<file path="src/rtl/mips_pkg.sv">
// Shared definitions for the exception controller: FSM encoding, cause codes
// and the default parameter values used by the controller and its IRQ latches.
package mips_pkg;

  typedef enum logic [1:0] {
    ST_RUN     = 2'd0,
    ST_HANDLER = 2'd1,
    ST_RETURN  = 2'd2
  } state_t;

  localparam logic [7:0] CAUSE_IRQ_BASE = 8'h00;
  localparam logic [7:0] CAUSE_UNDEF    = 8'h10;

  localparam int N_IRQ_DEFAULT     = 4;
  localparam int PC_W_DEFAULT      = 32;
  localparam int EDGE_MODE_DEFAULT = 1;

endpackage

</file>
<file path="src/rtl/irq_pending_latch.sv">
// One interrupt channel: captures a rising edge (or follows the level) into a
// pending bit; a fresh edge in the same cycle as a clear keeps the bit set.
module irq_pending_latch #(
  parameter int EDGE_MODE = mips_pkg::EDGE_MODE_DEFAULT
) (
  input  logic clk,
  input  logic reset,
  input  logic irq,
  input  logic clear,
  output logic pending
);

  logic irq_q;

  always_ff @(posedge clk or negedge reset) begin
    if (!reset) begin
      irq_q   <= 1'b0;
      pending <= 1'b0;
    end else begin
      irq_q <= irq;
      if (EDGE_MODE != 0)
        pending <= (irq & ~irq_q) | (pending & ~clear);
      else
        pending <= irq;
    end
  end

endmodule

</file>
<file path="src/rtl/exception_controller.sv">
// Redirects the ID-stage instruction to an interrupt or exception handler and
// tracks handler entry/return so exactly one user instruction retires after eret.
module exception_controller
  import mips_pkg::*;
#(
  parameter int N_IRQ     = N_IRQ_DEFAULT,
  parameter int PC_W      = PC_W_DEFAULT,
  parameter int EDGE_MODE = EDGE_MODE_DEFAULT
) (
  input  logic             clk,
  input  logic             reset,
  input  logic [N_IRQ-1:0] irq,
  input  logic             undef_instr,
  input  logic             supervised,
  input  logic             id_valid,
  input  logic             stall,
  input  logic [PC_W-1:0]  id_pc,
  input  logic             eret,
  input  logic             mask_we,
  input  logic [N_IRQ-1:0] mask_wdata,
  output logic             trap,
  output logic             trap_is_irq,
  output logic [7:0]       cause,
  output logic [PC_W-1:0]  epc,
  output logic [N_IRQ-1:0] pending,
  output logic [N_IRQ-1:0] irq_mask
);

  state_t           state;
  logic             accept;
  logic             any_irq;
  logic             fire;
  logic [N_IRQ-1:0] eligible;
  logic [N_IRQ-1:0] win_oh;
  logic [N_IRQ-1:0] clear_vec;
  logic [7:0]       win_idx;

  // Lowest-index eligible IRQ wins; any IRQ outranks an undefined instruction.
  always_comb begin
    accept   = id_valid & ~stall;
    eligible = pending & ~irq_mask;
    any_irq  = |eligible;
    win_oh   = eligible & (~eligible + N_IRQ'(1));
    win_idx  = 8'h00;
    for (int k = N_IRQ - 1; k >= 0; k--) begin
      if (eligible[k]) win_idx = 8'(k);
    end
    fire      = (state == ST_RUN) & accept & ~supervised & (any_irq | undef_instr);
    clear_vec = (fire & any_irq) ? win_oh : '0;
  end

  assign trap        = fire & reset;
  assign trap_is_irq = trap & any_irq;

  for (genvar g = 0; g < N_IRQ; g++) begin : g_latch
    irq_pending_latch #(.EDGE_MODE(EDGE_MODE)) u_latch (
      .clk     (clk),
      .reset   (reset),
      .irq     (irq[g]),
      .clear   (clear_vec[g]),
      .pending (pending[g])
    );
  end

  // The mask is written even during a stall; only trap bookkeeping freezes.
  always_ff @(posedge clk or negedge reset) begin
    if (!reset) begin
      state    <= ST_RUN;
      cause    <= 8'h00;
      epc      <= '0;
      irq_mask <= '0;
    end else begin
      if (mask_we) irq_mask <= mask_wdata;
      case (state)
        ST_RUN: begin
          if (fire) begin
            state <= ST_HANDLER;
            epc   <= id_pc;
            cause <= any_irq ? (CAUSE_IRQ_BASE + win_idx) : CAUSE_UNDEF;
          end
        end
        ST_HANDLER: if (accept && eret) state <= ST_RETURN;
        ST_RETURN:  if (accept) state <= ST_RUN;
        default:    state <= ST_RUN;
      endcase
    end
  end

endmodule
</file>
<file path="config.mk">
export PLATFORM = sky130hd
export DESIGN_NAME = exception_controller
export DESIGN_NICKNAME = d
export VERILOG_FILES = /design/src/rtl/mips_pkg.sv /design/src/rtl/irq_pending_latch.sv /design/src/rtl/exception_controller.sv
export SDC_FILE = /design/constraint.sdc
export NUM_CORES = 1
export LEC_CHECK = 0
export CAP_MARGIN = 0
export CORE_AREA = 8 8 69 100
export CTS_CLUSTER_SIZE = 30
export DETAILED_ROUTE_END_ITERATION = 8
export DIE_AREA = 0 0 77 108
export GPL_TIMING_DRIVEN = 0
export PLACE_DENSITY_LB_ADDON = 0.15
export SYNTH_ARGS = -nofsm -noshare
export SYNTH_HDL_FRONTEND = slang
export SYNTH_SLANG_ARGS = --single-unit
export TNS_END_PERCENT = 1
</file>
<file path="constraint.sdc">
create_clock -name clk -period 1.8 [get_ports clk]
set_input_delay 0.36 -clock clk [delete_from_list [all_inputs] [get_ports clk]]
set_output_delay 0.36 -clock clk [all_outputs]
set_load 0.01 [all_outputs]
</file>
After elaboration in Yosys (flattened, before gate mapping)

Index checks and enable logic that the tools add are counted.

Output and inout bits: 50
Word-level logic and storage cells: 67
Bits in registers: 54
Input bits: 48

Add/subtract/negate cells: 1
Multiplexer cells: 10
Eq/ne operators: 5
Bitwise logic cells: 34
Reduce and logical (&&, ||, !) cells: 5

Operator list:

| cell                | number |
|---|---|
| $mux 8              | 3 |
| $and 1x1->1         | 15 |
| $mux 2              | 5 |
| $not 1->1           | 10 |
| $and 4x4->4         | 2 |
| $not 4->4           | 2 |
| $ne 2x2->1 const B  | 3 |
| $pmux 2 s3          | 1 |
| $or 1x1->1          | 5 |
| $add 4x1->4 const B | 1 |
| $mux 4              | 1 |
| $reduce_or 4->1     | 1 |
| $reduce_and 3->1    | 1 |
| $eq 2x1->1 const B  | 1 |
| $eq 2x2->1 const B  | 1 |
| $logic_not 2->1     | 1 |
| $reduce_and 2->1    | 1 |
| $logic_and 1x1->1   | 1 |

Longest topological paths before layout

Gate-level depths: netlist (run 1).

Depth in word-level cells: 10
Gate-level depth with buffers: 5
Mapped depth without buffers: 4

Cells and area by module

Synthesis (run 1) repeated with hierarchy kept, for this count alone.

Cells, all modules: 139
Area total of the unflattened synthesis: 2122.0 µm²

Modules (own cells, without submodules):

| module               | instances | area each (µm²) | seq. area each (µm²) | cells each |
|---|---|---|---|---|
| exception_controller | 1         | 1841.8          | 1026.0               | 119 |
| irq_pending_latch    | 4         | 70.1            | 50.0                 | 5 |

Least setup slack after synthesis (run 1)

Ideal clock, no wire load.

Path type: register to register
From: register irq_mask[1]
To: register cause[0]
Setup time: 125 ps
Buffers on the path: 1
Slack: 151 ps
Required time: 1675 ps
Clock period less this slack: 1649 ps
Cell stages (with the launch flop): 6
Data arrival time: 1524 ps
Cell sequence: dfrtp_1 -> and2b_4 -> nor3_4 -> a21oi_4 -> buf_12 -> mux2_4

Longest elaborated chain between the ends: 6
Elaborated cells on any way between the ends: 9
Those cells by class: mux (3); bitwise (4); reduce/logical (2)

Ends and longest elaborated chain:

| what                              | RTL line                   | source |
|---|---|---|
| from (decl)                       | exception_controller.sv:26 | `output logic [N_IRQ-1:0] irq_mask` |
| from (signal assigned)            | exception_controller.sv:73 | `if (mask_we) irq_mask <= mask_wdata;` |
| $not 4->4 *                       | exception_controller.sv:41 | `eligible = pending & ~irq_mask;` |
| $and 4x4->4 *                     | exception_controller.sv:41 |  |
| $reduce_or 4->1                   | exception_controller.sv:42 | `any_irq = \|eligible;` |
| $or 1x1->1                        | exception_controller.sv:48 | `fire = (state == ST_RUN) & accept & ~supervised & (any_irq \| undef_instr);` |
| $and 1x1->1                       | exception_controller.sv:48 |  |
| $reduce_and 2->1 (no source line) | n/a                        |  |
| to (signal assigned)              | exception_controller.sv:79 | `cause <= any_irq ? (CAUSE_IRQ_BASE + win_idx) : CAUSE_UNDEF;` |
| to (decl)                         | exception_controller.sv:23 | `output logic [7:0] cause,` |

Mark *: on every way between the ends. The rest lies on a longest branch, timed or not.
A chain may end at the register's enable or synchronous reset.

Worst setup path in the final report (run 1)

From: input undef_instr
To: output trap

Longest elaborated chain between the ends: 3

Ends and longest elaborated chain:

| what        | RTL line                   | source |
|---|---|---|
| from (decl) | exception_controller.sv:13 | `input logic undef_instr,` |
| $or 1x1->1  | exception_controller.sv:48 |  |
| $and 1x1->1 | exception_controller.sv:48 |  |
| $and 1x1->1 | exception_controller.sv:52 | `assign trap = fire & reset;` |
| to (decl)   | exception_controller.sv:21 | `output logic trap,` |

No other way between the ends.

==> out/qor.txt, run 1 <==
fmax - 0.569 GHz
GR Overflow Total - 0
clock root buffer - clkbuf_8
# IOs - 98
final setup skew - 0.00345 ns
Detail Route Antenna Nets - 0
RSZ-0062 raised after global routing - true
Initial DRC Count - 48
number of buffers added on ports - 92
setup_tns - 0 ns
nets - 304
via count - 1491
Top FF cell, synth - dfrtp_1
final setup fails - 0
1st-pass router iterations - 4
Sink Count - 49
WL per Instance - 15.4 um
commonest cells in the netlist - dfrtp_1, mux2_4, o21ai_0
core area - 0.00545 sq mm
Critical Path AT - 1.40 ns
final max-slew violation count - 0
H-tree levels - 2
HPWL after DPL - 3.80 mm
Netlist cell types - 26
gpl congestion - 0.742
die area - 0.00832 sq mm
Clock Path Buffers - 2
total CTS buffers - 5
FF-to-FF Start - irq_mask[1]$_DFFE_PN0P_
Initial Util - 0.396
P&R area growth vs syn - 57.2%
worst r2r path cells - 6
maxcap violations - 0
antenna violations before repair - 0
Reg2Reg Setup Slack - 0.14 ns
status - completed
Worst-Skew Late Latency - 0.29 ns
Pwr Density - 1360 mW/mm^2
DRC - 0
leakage - 1.51 nW
flops & latches, synth - 49
HP Class - in2async
Mapped Cells - 143
synth top area cells - dfrtp_1, mux2_4, mux2_2, buf_4, buf_12
CTS tree - done
most instantiated library cell after synthesis - dfrtp_1
largest net degree at the start of global routing - 41
first-pass GRT wire length - 7.92 mm
crit path kind - in2out
vias in the first global route - 1575
total power - 4.63 mW
antenna fix cells - 0
post-route minimum period - 1.76 ns
Mapped Area - 0.00216 sq mm
post-synth top area share - 0.568
share of cells above drive strength 1 - 0.309
Ys Warns - 0
fin crit share - 0.976
Clk pin slew, worst setup/hold paths - 0.08 ns
Reg-to-Reg End - epc[9]$_DFFE_PN0P_
endpoints failing hold - 0
VDD IR max - 0.733 mV
minimum hold slack - 0.0280 ns
Vias/cell - 4.57
Critical Path Start Type - input pin
Placed Area - 0.00320 sq mm
Critical Path RT - 1.44 ns
GRT Overall Usage - 0.118
number of flops mapped to enable cells by yosys - 0
die height - 108 um
sequential cell area fraction in the yosys report - 0.568
Synth area leader - dfrtp_1
Syn Area/Cell - 15.1 sq um
Placement Rows - 33
Die Width - 77 um
final wirelength - 5.03 mm
cell area after layout - 0.00340 sq mm
ys async rst share - 1.00
Setup crit end kind - output port
critical path fanouts, max - 3
## cell families (layout without fill, tap and decap cells)
| group | Yosys count | in the layout | synth area share |
|---|---|---|---|
| other cells | 1 | 5 | 0.00174 |
| simple gates | 20 | 20 | 0.0695 |
| buf+inv | 17 | 126 | 0.0678 |
| compound gates | 20 | 20 | 0.0550 |
| mux | 36 | 36 | 0.238 |
| flops | 49 | 49 | 0.568 |
## through the flow
stage / setup WS [ns] / utilization / std cells
finish: 0.0432 / 0.623 / 326
detailed placement: -0.544 / 0.587 / 310
CTS: -0.0262 / 0.616 / 323
global route: -0.0223 / 0.623 / 326
global placement: -2.04 / 0.584 / 309
floorplan: 0.151 / - / 147
## critical path, stage by stage
cell,delay [ns]
clkdlybuf4s50_1,0.47
nor3_4,0.31
a21oi_2,0.10
buf_2,0.15
## layout by cell type (no fill, tap or decap), drive strengths merged
cell type / n
or2: 1
o22ai: 1
dlygate4sd3: 1
and2b: 2
o21ai: 10
mux2: 36
nor3: 2
nor2: 2
nor2b: 2
inv: 5
a21oi: 8
clkbuf: 5
dlymetal6s2s: 2
nand2: 5
clkdlybuf4s50: 86
and2: 1
bufinv: 1
clkinv: 1
buf: 24
nand4bb: 1
nand2b: 3
dlygate4sd2: 1
o31ai: 1
conb: 5
or2b: 1
dfrtp: 49
## timing repair
action                     CTS  global route
resized for setup           11             5
pin swaps                    1             2
hold endpoints to repair    10             0
hold buffers                 1             0
buffers inserted             5             3
setup endpoints to repair   27            18
## registers in the layout, indices dropped and copies added (netlist names)
signal / count
g_latch.u_latch.irq_q: 4
epc: 32
g_latch.u_latch.pending: 4
irq_mask: 4
cause: 3
state: 2
## power breakdown
part,internal [mW],switching [mW]
sequential,1.53,0.248
clock,0.404,0.343
combinational,1.42,0.685
## layout make-up
| class | count | area [sq um] |
|---|---|---|
| timing repair buffer | 102 | 1010 |
| multi-input combinational | 81 | 820 |
| clock buffer | 5 | 68.8 |
| sequential | 49 | 1230 |
| fill | 455 | 2050 |
| buffer | 12 | 128 |
| clock inverter | 2 | 35.0 |
| inverter | 5 | 18.8 |
| tap | 70 | 87.6 |
## layer usage
layer	vias up	GRT usage	routed length [um]
met3	7	0.0482	375
met5	-	0	0
met1	730	0.132	1950
met4	0	0.0461	81
met2	55	0.197	2620
li1	699	-	-
## how the worst max path moves through the flow
| stage | startpoint | end |
|---|---|---|
| global placement | reset | trap |
| finish | undef_instr | trap |
| global route | state[0]$_DFFE_PN0P_ | trap_is_irq |
| CTS | stall | trap_is_irq |
| floorplan | irq_mask[1]$_DFFE_PN0P_ | cause[0]$_DFFE_PN0P_ |
| detailed placement | stall | trap_is_irq |
(Power assumes the default switching activity.)
==> run 2, diff against run 1 <==
SETUP_SLACK_MARGIN = 0.3   (was not set)
SKIP_LAST_GASP = 1   (was not set)
==> out/qor.txt, run 2 (synthesized netlist as in run 1, its figures left out) <==
Worst-Skew Late Latency - 0.30 ns
setup_tns - 0 ns
antenna violations before repair - 0
area of the multi-input gates - 822 sq um
total CTS buffers - 5
antenna fix cells - 0
total power - 4.66 mW
fmax - 0.574 GHz
VDD IR max - 0.765 mV
Top reg by flops - epc
Sink Count - 49
Setup crit end kind - output port
die area - 0.00832 sq mm
final max-slew violation count - 0
maxcap violations - 0
Vias/cell - 4.48
final setup skew - 0.0110 ns
final setup fails - 0
cell area after layout - 0.00342 sq mm
commonest non-fill, non-tap cell in the layout - clkdlybuf4s50_1
Initial Util - 0.396
Comb pwr share - 0.448
H-tree levels - 2
share of cells above drive strength 1 - 0.320
HPWL after DPL - 3.88 mm
CTS tree - done
final wirelength - 5.16 mm
first-pass GRT wire length - 8.28 mm
DRC - 0
Critical Path Start Type - flip-flop
register area - 0.00123 sq mm
Int Power - 3.36 mW
endpoints failing hold - 0
Largest register FFs - 32
vias in the first global route - 1562
Die Width - 77 um
Switching Share - 0.279
Clk pin slew, worst setup/hold paths - 0.10 ns
via count - 1475
Layout fillers - 477
fin crit share - 0.968
crit path kind - reg2out
Pwr Density - 1360 mW/mm^2
leakage - 1.51 nW
Detail Route Antenna Nets - 0
P&R area growth vs syn - 58.2%
RSZ-0062 raised after global routing - true
post-route minimum period - 1.74 ns
Placement Rows - 33
HP Class - in2async
Critical Path AT - 1.38 ns
clock root buffer - clkbuf_8
Seq pwr share - 0.382
Critical Path RT - 1.44 ns
critical path fanouts, max - 3
status - completed
gpl congestion - 0.717
GR Overflow Total - 0
# IOs - 98
Slew headroom - 0.658
Placed Area - 0.00320 sq mm
commonest non-fill, non-tap cells in the layout - clkdlybuf4s50_1, dfrtp_1, mux2_4, buf_4, o21ai_0
die height - 108 um
Initial DRC Count - 53
Psw - 1.30 mW
Clock Path Buffers - 2
1st-pass router iterations - 3
largest net degree at the start of global routing - 40
GRT Overall Usage - 0.124
Reg2Reg Setup Slack - 0.11 ns
number of buffers added on ports - 92
WL per Instance - 15.7 um
nets - 306
clock share of power - 0.170
Least-Margin Pin Slew - 0.512 ns
core area - 0.00545 sq mm
run 2: cell types whose count changed in the layout (fill, tap and decap cells not counted), sizes merged:
cell          change
buf               +2
dlymetal6s2s      -2
dlygate4sd2       +2
clkinvlp          +1
run 2: area by class of cell:
cell class,instances,share of cell area
clock inverters,3,0.0135
well taps,70,0.0256
multi-input cells,81,0.241
inverters,5,0.00549
plain buffers,12,0.0373
flip-flops and latches,49,0.359
repair buffers,104,0.298
clock buffers,5,0.0201
run 2: power groups by stage:
stage	registers (mW)	logic (mW)	clock network [mW]
5_1_grt	1.83	2.23	0.868
4_1_cts	1.79	2.13	0.833
3_3_place_gp	1.79	2.05	0
2_1_floorplan	1.98	0.763	0
3_5_place_dp	1.80	2.07	0
6_report	1.78	2.09	0.791
run 2: worst paths after layout:
path / depth (start not counted) / start / end
worst min-delay path: 2 / reset / g_latch[2].u_latch.pending$_DFF_PN0_
max in group asynchronous: 2 / reset / g_latch[0].u_latch.irq_q$_DFF_PN0_
worst min register to register: 1 / g_latch[1].u_latch.irq_q$_DFF_PN0_ / g_latch[1].u_latch.pending$_DFF_PN0_
worst max-delay path: 5 / state[0]$_DFFE_PN0P_ / trap_is_irq
worst max register to register: 7 / state[0]$_DFFE_PN0P_ / epc[1]$_DFFE_PN0P_
min in group clk: 1 / g_latch[1].u_latch.irq_q$_DFF_PN0_ / g_latch[1].u_latch.pending$_DFF_PN0_
run 2: per-stage QoR:
| step | worst slack [ns] | cells | hold slack, ns | utilization |
|---|---|---|---|---|
| 4_1_cts | 0.0562 | 328 | 0.0334 | 0.626 |
| 3_3_place_gp | -2.07 | 309 | 0.407 | 0.584 |
| 5_1_grt | -0.0279 | 329 | 0.0495 | 0.627 |
| 2_1_floorplan | 0.169 | 147 | 0.0644 | - |
| 6_report | 0.0575 | 329 | 0.0475 | 0.627 |
| 3_5_place_dp | -0.555 | 310 | 0.263 | 0.587 |
run 2: repair_timing:
| action | in CTS | in global routing |
|---|---|---|
| pin swaps | 2 | 2 |
| endpoints found under the hold margin | 11 | 0 |
| resized for setup | 17 | 0 |
| setup endpoints to repair | 79 | 79 |
| gates cloned | 0 | 0 |
| hold buffers | 1 | 0 |
| buffers inserted | 9 | 1 |
run 2: routing by layer:
layer | GRT usage | up-vias | share of wire
met3 | 0.0540 | 6 | 0.084
met2 | 0.200 | 53 | 0.50
li1 | - | 704 | -
met4 | 0.0407 | 0 | 0.014
met1 | 0.145 | 712 | 0.40
met5 | 0 | - | 0
run 2: worst max-delay path, stage by stage (launching register included):
cell	delay [ns]
dfrtp_1	0.42
nor3_4	0.19
and2_4	0.18
nand2_4	0.05
a21oi_2	0.11
buf_2	0.14
